[config.mk]
export PLATFORM = sky130hd
export DESIGN_NAME = vpu_issue_sequencer
export DESIGN_NICKNAME = d
export VERILOG_FILES = /design/src/rtl/vpu_seq_pkg.sv /design/src/rtl/vpu_seq_fifo.sv /design/src/rtl/vpu_issue_sequencer.sv
export SDC_FILE = /design/constraint.sdc
export NUM_CORES = 1
export LEC_CHECK = 0
export CORE_MARGIN = 4
export CORE_UTILIZATION = 30
export DETAILED_ROUTE_END_ITERATION = 7
export GPL_TIMING_DRIVEN = 0
export PLACE_DENSITY_LB_ADDON = 0.12
export SLEW_MARGIN = 15
export SYNTH_ARGS = -nofsm -noshare
export SYNTH_HDL_FRONTEND = slang
export SYNTH_SLANG_ARGS = --single-unit
[constraint.sdc]
create_clock -name clk -period 3.3 [get_ports clk]
set_input_delay 0.66 -clock clk [delete_from_list [all_inputs] [get_ports clk]]
set_output_delay 0.66 -clock clk [all_outputs]
set_load 0.05 [all_outputs]
[src/rtl/vpu_seq_pkg.sv]
// rtl/vpu_seq_pkg.sv - shared types and field widths for the VPU issue sequencer
package vpu_seq_pkg;

    localparam int FUNCT_W  = 7;
    localparam int REG_W    = 5;
    localparam int VL_W     = 32;
    localparam int RETIRE_W = 16;
    localparam int TMO_W    = 16;

    typedef enum logic [1:0] {
        S_IDLE  = 2'd0,
        S_ISSUE = 2'd1,
        S_WAIT  = 2'd2
    } seq_state_e;

    typedef struct packed {
        logic [FUNCT_W-1:0] funct;
        logic [REG_W-1:0]   vs1;
        logic [REG_W-1:0]   vs2;
        logic [REG_W-1:0]   vr;
        logic [VL_W-1:0]    vl;
    } vpu_cmd_t;

endpackage

[src/rtl/vpu_seq_fifo.sv]
// rtl/vpu_seq_fifo.sv - in-order command FIFO with push/pop/flush and occupancy count
module vpu_seq_fifo
    import vpu_seq_pkg::*;
#(
    parameter int DEPTH = 4
) (
    input  logic                     clk,
    input  logic                     rst,
    input  logic                     push_i,
    input  vpu_cmd_t                 push_data_i,
    input  logic                     pop_i,
    input  logic                     flush_i,
    input  logic                     flush_keep_i,
    output vpu_cmd_t                 head_o,
    output logic                     full_o,
    output logic                     empty_o,
    output logic [$clog2(DEPTH):0]   count_o
);

    localparam int AW = $clog2(DEPTH);
    localparam int CW = AW + 1;

    vpu_cmd_t        mem_q [DEPTH];
    logic [AW-1:0]   rd_q;
    logic [AW-1:0]   wr_q;
    logic [CW-1:0]   count_q;
    logic            push_ok;
    logic            pop_ok;

    assign full_o  = (count_q == CW'(DEPTH));
    assign empty_o = (count_q == '0);
    assign count_o = count_q;
    assign head_o  = mem_q[rd_q];

    assign push_ok = push_i && !full_o && !flush_i;
    assign pop_ok  = pop_i && !empty_o;

    always_ff @(posedge clk) begin
        if (push_ok) begin
            mem_q[wr_q] <= push_data_i;
        end
    end

    // Flush keeps the head slot when it holds the op currently in flight.
    always_ff @(posedge clk) begin
        if (rst) begin
            rd_q    <= '0;
            wr_q    <= '0;
            count_q <= '0;
        end else if (flush_i) begin
            if (flush_keep_i && !pop_ok) begin
                wr_q    <= rd_q + AW'(1);
                count_q <= CW'(1);
            end else begin
                rd_q    <= rd_q + AW'(pop_ok);
                wr_q    <= rd_q + AW'(pop_ok);
                count_q <= '0;
            end
        end else begin
            if (push_ok) begin
                wr_q <= wr_q + AW'(1);
            end
            if (pop_ok) begin
                rd_q <= rd_q + AW'(1);
            end
            case ({push_ok, pop_ok})
                2'b10:   count_q <= count_q + CW'(1);
                2'b01:   count_q <= count_q - CW'(1);
                default: count_q <= count_q;
            endcase
        end
    end

endmodule

[src/rtl/vpu_issue_sequencer.sv]
// rtl/vpu_issue_sequencer.sv - queues vector commands and issues them one at a time to the VPU
// Optional WAIT timeout enabled by defining VPU_SEQ_TIMEOUT_EN.
module vpu_issue_sequencer
    import vpu_seq_pkg::*;
#(
    parameter int QUEUE_DEPTH    = 4,
    parameter int TIMEOUT_CYCLES = 255
) (
    input  logic                          clk,
    input  logic                          rst,
    input  logic                          in_valid,
    output logic                          in_ready,
    input  logic [FUNCT_W-1:0]            in_funct,
    input  logic [REG_W-1:0]              in_vs1,
    input  logic [REG_W-1:0]              in_vs2,
    input  logic [REG_W-1:0]              in_vr,
    input  logic [VL_W-1:0]               in_vl,
    output logic                          vpu_enable,
    output logic                          vpu_start_op,
    output logic [FUNCT_W-1:0]            vpu_funct,
    output logic [REG_W-1:0]              vpu_vs1,
    output logic [REG_W-1:0]              vpu_vs2,
    output logic [REG_W-1:0]              vpu_vr,
    output logic [VL_W-1:0]               vpu_vl,
    input  logic                          vpu_op_done,
    input  logic                          flush,
    output logic                          busy,
    output logic [$clog2(QUEUE_DEPTH):0]  queue_count,
    output logic [RETIRE_W-1:0]           retire_cnt,
    output logic                          err_timeout
);

    if (QUEUE_DEPTH < 2 || QUEUE_DEPTH > 16 || (QUEUE_DEPTH & (QUEUE_DEPTH - 1)) != 0) begin : g_bad_depth
        $error("QUEUE_DEPTH must be a power of two in 2..16");
    end
    if (TIMEOUT_CYCLES < 1 || TIMEOUT_CYCLES > 65535) begin : g_bad_tmo
        $error("TIMEOUT_CYCLES must be in 1..65535");
    end

    seq_state_e           state_q;
    logic                 start_q;
    logic                 enable_q;
    vpu_cmd_t             cmd_q;
    logic [RETIRE_W-1:0]  retire_q;

    vpu_cmd_t             head;
    vpu_cmd_t             in_cmd;
    logic                 fifo_full;
    logic                 fifo_empty;
    logic                 push;
    logic                 pop;
    logic                 skip_head;
    logic                 tmo_hit;

    assign in_cmd    = '{funct: in_funct, vs1: in_vs1, vs2: in_vs2, vr: in_vr, vl: in_vl};
    assign in_ready  = !fifo_full && !flush;
    assign push      = in_valid && in_ready;
    assign skip_head = (state_q == S_IDLE) && !flush && !fifo_empty && (head.vl == '0);
    assign pop       = skip_head || ((state_q == S_WAIT) && vpu_op_done) || tmo_hit;

`ifdef VPU_SEQ_TIMEOUT_EN
    logic [TMO_W-1:0] tmo_q;
    logic             err_q;

    assign tmo_hit     = (state_q == S_WAIT) && !vpu_op_done && (tmo_q == TMO_W'(TIMEOUT_CYCLES - 1));
    assign err_timeout = err_q;
`else
    assign tmo_hit     = 1'b0;
    assign err_timeout = 1'b0;
`endif

    vpu_seq_fifo #(
        .DEPTH (QUEUE_DEPTH)
    ) u_fifo (
        .clk          (clk),
        .rst          (rst),
        .push_i       (push),
        .push_data_i  (in_cmd),
        .pop_i        (pop),
        .flush_i      (flush),
        .flush_keep_i (state_q != S_IDLE),
        .head_o       (head),
        .full_o       (fifo_full),
        .empty_o      (fifo_empty),
        .count_o      (queue_count)
    );

    // The head stays queued while in flight, so occupancy alone tells us whether work remains.
    assign busy         = (queue_count != '0);
    assign vpu_enable   = enable_q;
    assign vpu_start_op = start_q;
    assign vpu_funct    = cmd_q.funct;
    assign vpu_vs1      = cmd_q.vs1;
    assign vpu_vs2      = cmd_q.vs2;
    assign vpu_vr       = cmd_q.vr;
    assign vpu_vl       = cmd_q.vl;
    assign retire_cnt   = retire_q;

    always_ff @(posedge clk) begin
        if (rst) begin
            state_q  <= S_IDLE;
            start_q  <= 1'b0;
            enable_q <= 1'b0;
            cmd_q    <= '0;
            retire_q <= '0;
`ifdef VPU_SEQ_TIMEOUT_EN
            tmo_q    <= '0;
            err_q    <= 1'b0;
`endif
        end else begin
            start_q <= 1'b0;
            case (state_q)
                S_IDLE: begin
                    if (skip_head) begin
                        retire_q <= retire_q + RETIRE_W'(1);
                    end else if (!flush && !fifo_empty) begin
                        state_q  <= S_ISSUE;
                        start_q  <= 1'b1;
                        enable_q <= 1'b1;
                        cmd_q    <= head;
                    end
                end
                S_ISSUE: begin
                    state_q <= S_WAIT;
`ifdef VPU_SEQ_TIMEOUT_EN
                    tmo_q   <= '0;
`endif
                end
                S_WAIT: begin
                    if (vpu_op_done) begin
                        state_q  <= S_IDLE;
                        enable_q <= 1'b0;
                        retire_q <= retire_q + RETIRE_W'(1);
                    end
`ifdef VPU_SEQ_TIMEOUT_EN
                    else if (tmo_hit) begin
                        state_q  <= S_IDLE;
                        enable_q <= 1'b0;
                        err_q    <= 1'b1;
                    end else begin
                        tmo_q <= tmo_q + TMO_W'(1);
                    end
`endif
                end
                default: state_q <= S_IDLE;
            endcase
        end
    end

endmodule

# Word-level counts from Yosys, hierarchy flattened
# Memories as Yosys holds them, arrays and structs flattened. A register that Yosys moved wholly into a read port is not among the register bits.
# Index checks and enable logic that the tools add are counted.
dict set report word_totals {
  regBits 81
  mem_count 1
  ram_bits 216
  mem_bits_ro 0
  out_inout_bits 78
  latchBits 0
  wordCells 87
}
dict set report classes {
  n_eq_ne 10
  add_sub_neg 6
  multipliers 0
  n_shift 0
  bitwise 2
  muxes 25
  div 0
  n_reduce_logical 31
  n_lt_le_gt_ge 0
}
# memory words width read_ports rd_clocked_by_memory_dff wr line_no
set memory_table {}
lappend memory_table {u_fifo.mem_q 4 54 1 1 1 vpu_seq_fifo.sv:23} ;# vpu_cmd_t mem_q [DEPTH];
# cell count
set ops {}
lappend ops {{$logic_not 32->1} 1}
lappend ops {{$mux 16} 2}
lappend ops {{$pmux 16 s2} 1}
lappend ops {{$mux 2} 11}
lappend ops {{$add 16x1->16 const B} 1}
lappend ops {{$logic_and 1x1->1} 11}
lappend ops {{$reduce_and 3->1} 3}
lappend ops {{$ne 2x2->1 const B} 4}
lappend ops {{$reduce_bool 2->1} 4}
lappend ops {{$mux 1} 7}
lappend ops {{$pmux 2 s3} 1}
lappend ops {{$pmux 3 s2} 1}
lappend ops {{$reduce_bool 3->1} 2}
lappend ops {{$add 2x1->2 const B} 2}
lappend ops {{$eq 2x1->1 const B} 2}
lappend ops {{$eq 2x2->1 const B} 2}
lappend ops {{$logic_not 1->1} 4}
lappend ops {{$reduce_and 4->1} 1}
lappend ops {{$add 3x1->3 const B} 1}
lappend ops {{$eq 3x3->1 const B} 1}
lappend ops {{$logic_not 3->1} 1}
lappend ops {{$mux 3} 1}
lappend ops {{$reduce_or 3->1} 1}
lappend ops {{$sub 3x1->3 const B} 1}
lappend ops {{other kinds (7)} 8}

# Longest topological paths before layout
dict set report depth {
  ltp_word 12
  ltp_mapped 13
  ltp_nobuf 11
}

# Modules after synthesis
# Synthesis repeated with hierarchy kept, for this count alone.
dict set report hier_totals {
  hier_cells 668
  area_unflattened_um2 11379.7
}
# module cells_per_inst seq_area_each_um2 area_per_inst_um2 n_inst
set modules_own_cells {}
lappend modules_own_cells {vpu_seq_fifo 357 6666.4 8410.6 1}
lappend modules_own_cells {vpu_issue_sequencer 311 1481.4 2969.1 1}

# Worst setup path after synthesis
# OpenSTA, ideal clock, no wires.
dict set report synth_timing {
  path_type {in2reg}
  from {input flush}
  to {memory u_fifo.mem_q[0][0] (netlist name) (enable)}
  slack_ns -0.393
  arrival_time_ns 3.275
  n_path_buf 1
  cell_stages 3
  path_cell_list {clkbuf_1 -> a21oi_1 -> and3_1}
}
dict set report synth_between {
  elab_chain_len 7
}
# element line_no
set synth_rtl {}
lappend synth_rtl {{start, declared} vpu_issue_sequencer.sv:26} ;# input logic flush,
lappend synth_rtl {{$logic_not 1->1} vpu_issue_sequencer.sv:56} ;# assign in_ready = !fifo_full && !flush;
lappend synth_rtl {{$logic_and 1x1->1} vpu_issue_sequencer.sv:56}
lappend synth_rtl {{net in_ready} vpu_issue_sequencer.sv:12} ;# output logic in_ready,
lappend synth_rtl {{$logic_and 1x1->1} vpu_issue_sequencer.sv:57} ;# assign push = in_valid && in_ready;
lappend synth_rtl {{$logic_and 1x1->1 (2 in a row)} vpu_seq_fifo.sv:35} ;# assign push_ok = push_i && !full_o && !flush_i;
lappend synth_rtl {{$mux 1} vpu_seq_fifo.sv:39} ;# if (push_ok) begin
lappend synth_rtl {{$mux 1 (implied by the code)} vpu_seq_fifo.sv:40} ;# mem_q[wr_q] <= push_data_i;
lappend synth_rtl {{end, declared} vpu_seq_fifo.sv:23}
# The timed path passes the listed nets, and every way through them passes these cells.

==> summary by stage <==
Yosys
The most common cell in the synthesized netlist is edfxtp_1. The commonest register cell after synthesis is edfxtp_1. The net count after synthesis is 790. The flip-flop and latch count after synthesis is between 200 and 300.

The commonest cells after synthesis are 216 x edfxtp_1, 117 x nand2_1, 83 x dfxtp_1, 64 x a21oi_1, 54 x mux4_2. The netlist area before placement is about 0.011 mm2. The register area share after synthesis is between 70% and 80%.

After technology mapping, the gate count stands at 724. Summing the areas of all fa, ha and maj instances in the mapped netlist gives less than 1% of the synthesized area. The post-synthesis area per instance is 15.6 um2. The largest family of logic cells by synthesized area is multiplexers. The proportion of synthesized flip-flops having asynchronous set or reset is 0%. Summing the areas of all xor and xnor instances in the mapped netlist gives less than 1% of the synthesized area.

The portion of synthesized cell area occupied by the leading cell type is between 50% and 60%. Of the post-synthesis cell area, the part taken by muxes is approximately 12%. Yosys printed 0 warnings. Of all cell types, the one taking the most synthesized area is edfxtp_1. Yosys mapped a number of flops with a built-in enable equal to 216.

The synthesized netlist devotes under 10% of its cell area to compound gates. Counting distinct cell types in the post-synthesis netlist gives 50. By area the synthesized netlist is led by edfxtp_1 57%, dfxtp_1 15%, mux4_2 11%.

Of the total synthesized cell area, the portion taken by AND, OR, NAND and NOR gates is between 8 and 9%.

STA
The final number of setup-violating endpoints is 0. The clock tree skew after final layout is about 16 ps. The final critical-path required period is around 3200 ps. The maximum clock rate is around 310 MHz. The worst hold slack across all endpoints is ~450 ps.

The worst slew margin relative to its limit is about a third. The max-slew violation total from the final report is 0. At the pin with the least slew margin, the transition time is 980 ps. Of the available clock period, the critical path in the final layout requires between 90% and 100%.

The count of final hold-check violations is 0.

Pwr
The switching power total is approximately 0.0018 W. The part of the power in combinational logic is under 10%. Internal power comes to 0.00660 W. The switching part of the total power is 21.4%. The part of the total power dissipated in the clock network is about 46%. In this run the static leakage power is roughly 4.8 nW.

The total power is approximately 0.0084 W. The worst vdd rail ir drop is 0.310 mV. Sequential cells burn about half of the power. The power density normalized to cell area is about 560 mW/mm2.

Placement
Summed over all nets, the half-perimeter wirelength after detailed placement is around 19 mm. Port buffering added ~130 buffers. At the end of routability-driven placement, the weighted congestion stood at 0.728.

Floorplanning
The top-level I/O count is 137. The initial cell density of the core is a little under a third. Measured along the x axis, the die boundary spans around 200 um.

The die covers 0.0408 mm2. The die is between 200 and 250 um tall. The floorplan has 70 rows. The total area inside the core boundary comes to about 0.037 mm2.

Critical path
The category of the worst setup path capture point is a flop. The signal on the critical path passes through buf_12 > buf_12 > mux4_2 > nor4_4 > nand4_1 > nor3_4 > buf_12 > buf_6 > nor2_2 > buf_6 > nor4b_4 > mux2_4. The sort of element at the start of the critical path is a flop.

In this design, the stage delay of the slowest critical-path cell is around 570 ps. The setup check on the worst reg-to-reg path leaves a slack of between 100 and 150 ps. The library cell contributing the largest single delay on the critical path is mux4_2.

The largest fanout of any net on the critical path is 7. At the worst endpoint, the arrival time is 3580 ps. The library cell appearing most often on the critical path is buf_12.

By startpoint and endpoint, the worst setup path is classified as flop to flop. Data on the critical path is required at its endpoint by approximately 3700 ps.

Detailed routing
Dividing the detail-routed via count by the number of cells gives roughly 4.6. After detailed routing, the met3 layer carries roughly 1.3 mm of wire. The initial DRC count is between 200 and 300. The remaining antenna violation count is 0. The post-route met1 wirelength is ~13 mm. The topmost layer with routed signal wires is met4. In the routed design, unresolved DRC markers number 0. Detailed routing inserted a total of 6677 vias. The first TritonRoute pass finished after 4 iterations. After detailed routing, the total wire length is about 29 mm. The total length of routed met2 wires is 14.4 mm. In the final routed layout, each cell accounts on average for 20.3 um.

CTS
Clock-pin slew was measured on the worst setup and hold paths at 60 ps. Clock latency on the worst-skew pair, taken at its later pin, is around 520 ps. CTS built an H-tree with a depth of 2. The clock sink count is roughly 300. TritonCTS built the clock tree. The longest clock path from root to sink contains 3 buffers. The tree is rooted in a clkbuf_16. Clock tree synthesis inserted a total of 35 buffers.

Global route
The sum of overflow across all layers after global routing is 0. The number of antenna violations at the first check in global routing came to 0. The number of global-route vias before repair is roughly 6700. Entering global routing, the biggest net connects 35 pins. Global routing consumed, over all layers together, 13.9% of the routing resources. The first global-routing pass estimated ~43 mm of wire.

Flow run
The max-cap check violation count is 0.

Cells and area
The fraction of final layout cells sized beyond drive strength 1 is approximately 20%. The antenna diode instance count is 0. Fill cells in the final layout number 3470. The post-layout net count is approximately 990. Relative to the synthesized area, the layout overhead comes to 33.2%.

The final core utilization is approximately two fifths.

Run status
The flow ran to the end, and the final reports show no timing, DRC or antenna violations.

Worst hold path
The worst hold path class is flop to flop.
## layout by cell type (no fill, tap or decap), drive strengths merged, types with 2 or more instances in the layout
cell           netlist  layout
a21oi               64      64
and3                 5       5
buf                 10      33
bufinv               0       4
clkbuf              29      78
clkdlybuf4s50        0     133
clkinv               0       9
clkinvlp             0       2
dfxtp               83      83
edfxtp             216     216
ha                   6       6
inv                  9      12
mux2                 9       9
mux2i                4       4
mux4                54      54
nand2              117     117
nand2b               3       3
nand3                9       9
nand4                5       5
nor2                28      28
nor2b                8       8
nor3                11      11
nor4                13      13
nor4b                2       2
o2111ai              2       2
o211ai               2       2
o21ai                5       5
o31ai                2       2
or2                  2       2
or3                  4       4
or4                  3       3
xnor2                2       2
xor2                 2       2
## worst max-delay path, delay by kind of cell, from the launching register on
kind                   cells  cell delay (ps)
flip-flops                 1              370
multiplexers               2              890
AND/OR/NAND/NOR            5             1150
buffers and inverters      5              670
## what timing repair did
| action | in CTS | in global routing |
|---|---|---|
| setup buffers | 3 | 15 |
| hold buffers | 0 | 0 |
| pin swaps | 4 | 8 |
| gates resized for setup | 37 | 29 |
| endpoints found under the setup margin | 83 | 35 |
| cloned | 0 | 4 |
## worst paths after layout
kind              endpoint  depth (start not counted)      start
max          retire_cnt[7]                         12       flop
min              vpu_vl[4]                          2  vpu_vl[4]
max reg2reg  retire_cnt[7]                         12       flop
min reg2reg      vpu_vl[4]                          2  vpu_vl[4]
## layer usage
| metal | up-vias | GRT usage (%) |
|---|---|---|
| met4 | 0 | 2.88 |
| li1 | 3143 | - |
| met2 | 135 | 23.0 |
| met3 | 36 | 2.82 |
| met1 | 3363 | 19.2 |
| met5 | - | 0 |
## state kept, by name, indices dropped and copies added, names as in the netlist, named ones only
name / flops
retire_cnt: 16
state_q: 2
u_fifo.count_o: 3
u_fifo.mem_q: 216
u_fifo.rd_q: 2
u_fifo.wr_q: 2
vpu_enable: 1
vpu_funct: 7
vpu_start_op: 1
vpu_vl: 32
vpu_vr: 5
vpu_vs1: 5
vpu_vs2: 5
## power by group through the flow
stage          Combinational [W]  Clock [W]  Sequential, W
2_1_floorplan           0.000132          0        0.00425
3_3_place_gp            0.000382          0        0.00421
3_5_place_dp            0.000394          0        0.00421
4_1_cts                 0.000401    0.00399        0.00413
5_1_grt                 0.000427    0.00416        0.00413
6_report                0.000396    0.00388        0.00412
## logic make-up after synthesis
logic type / count (synthesis)
flops: 299
simple gates: 214
compound gates: 84
mux: 67
buf+inv: 48
fa+ha+maj: 7
xor+xnor: 4
other cells: 1
## final cells by class
cell class / instances / area, um2 / area share [%]
buffer: 38 / 248 / 1.65
clock buffer: 46 / 947 / 6.29
clock inverter: 18 / 201 / 1.34
inverter: 9 / 33.8 / 0.225
multi-input combinational: 377 / 3150 / 20.9
sequential: 299 / 8160 / 54.2
tap: 504 / 631 / 4.19
timing repair buffer: 161 / 1680 / 11.2
## through the flow
stage                     cells  setup WS (ps)  setup TNS [ps]  cell area, um2
after floorplan             724            163               0           11300
after global routing       1452          -3.67           -3.67           15000
after global placement     1362          -1130         -174830           13300
after detailed placement   1367          -1160          -79020           13400
after CTS                  1433           4.75               0           14700
final                      1452            116               0           15000
Note: power is estimated with default switching activity, not from simulation.
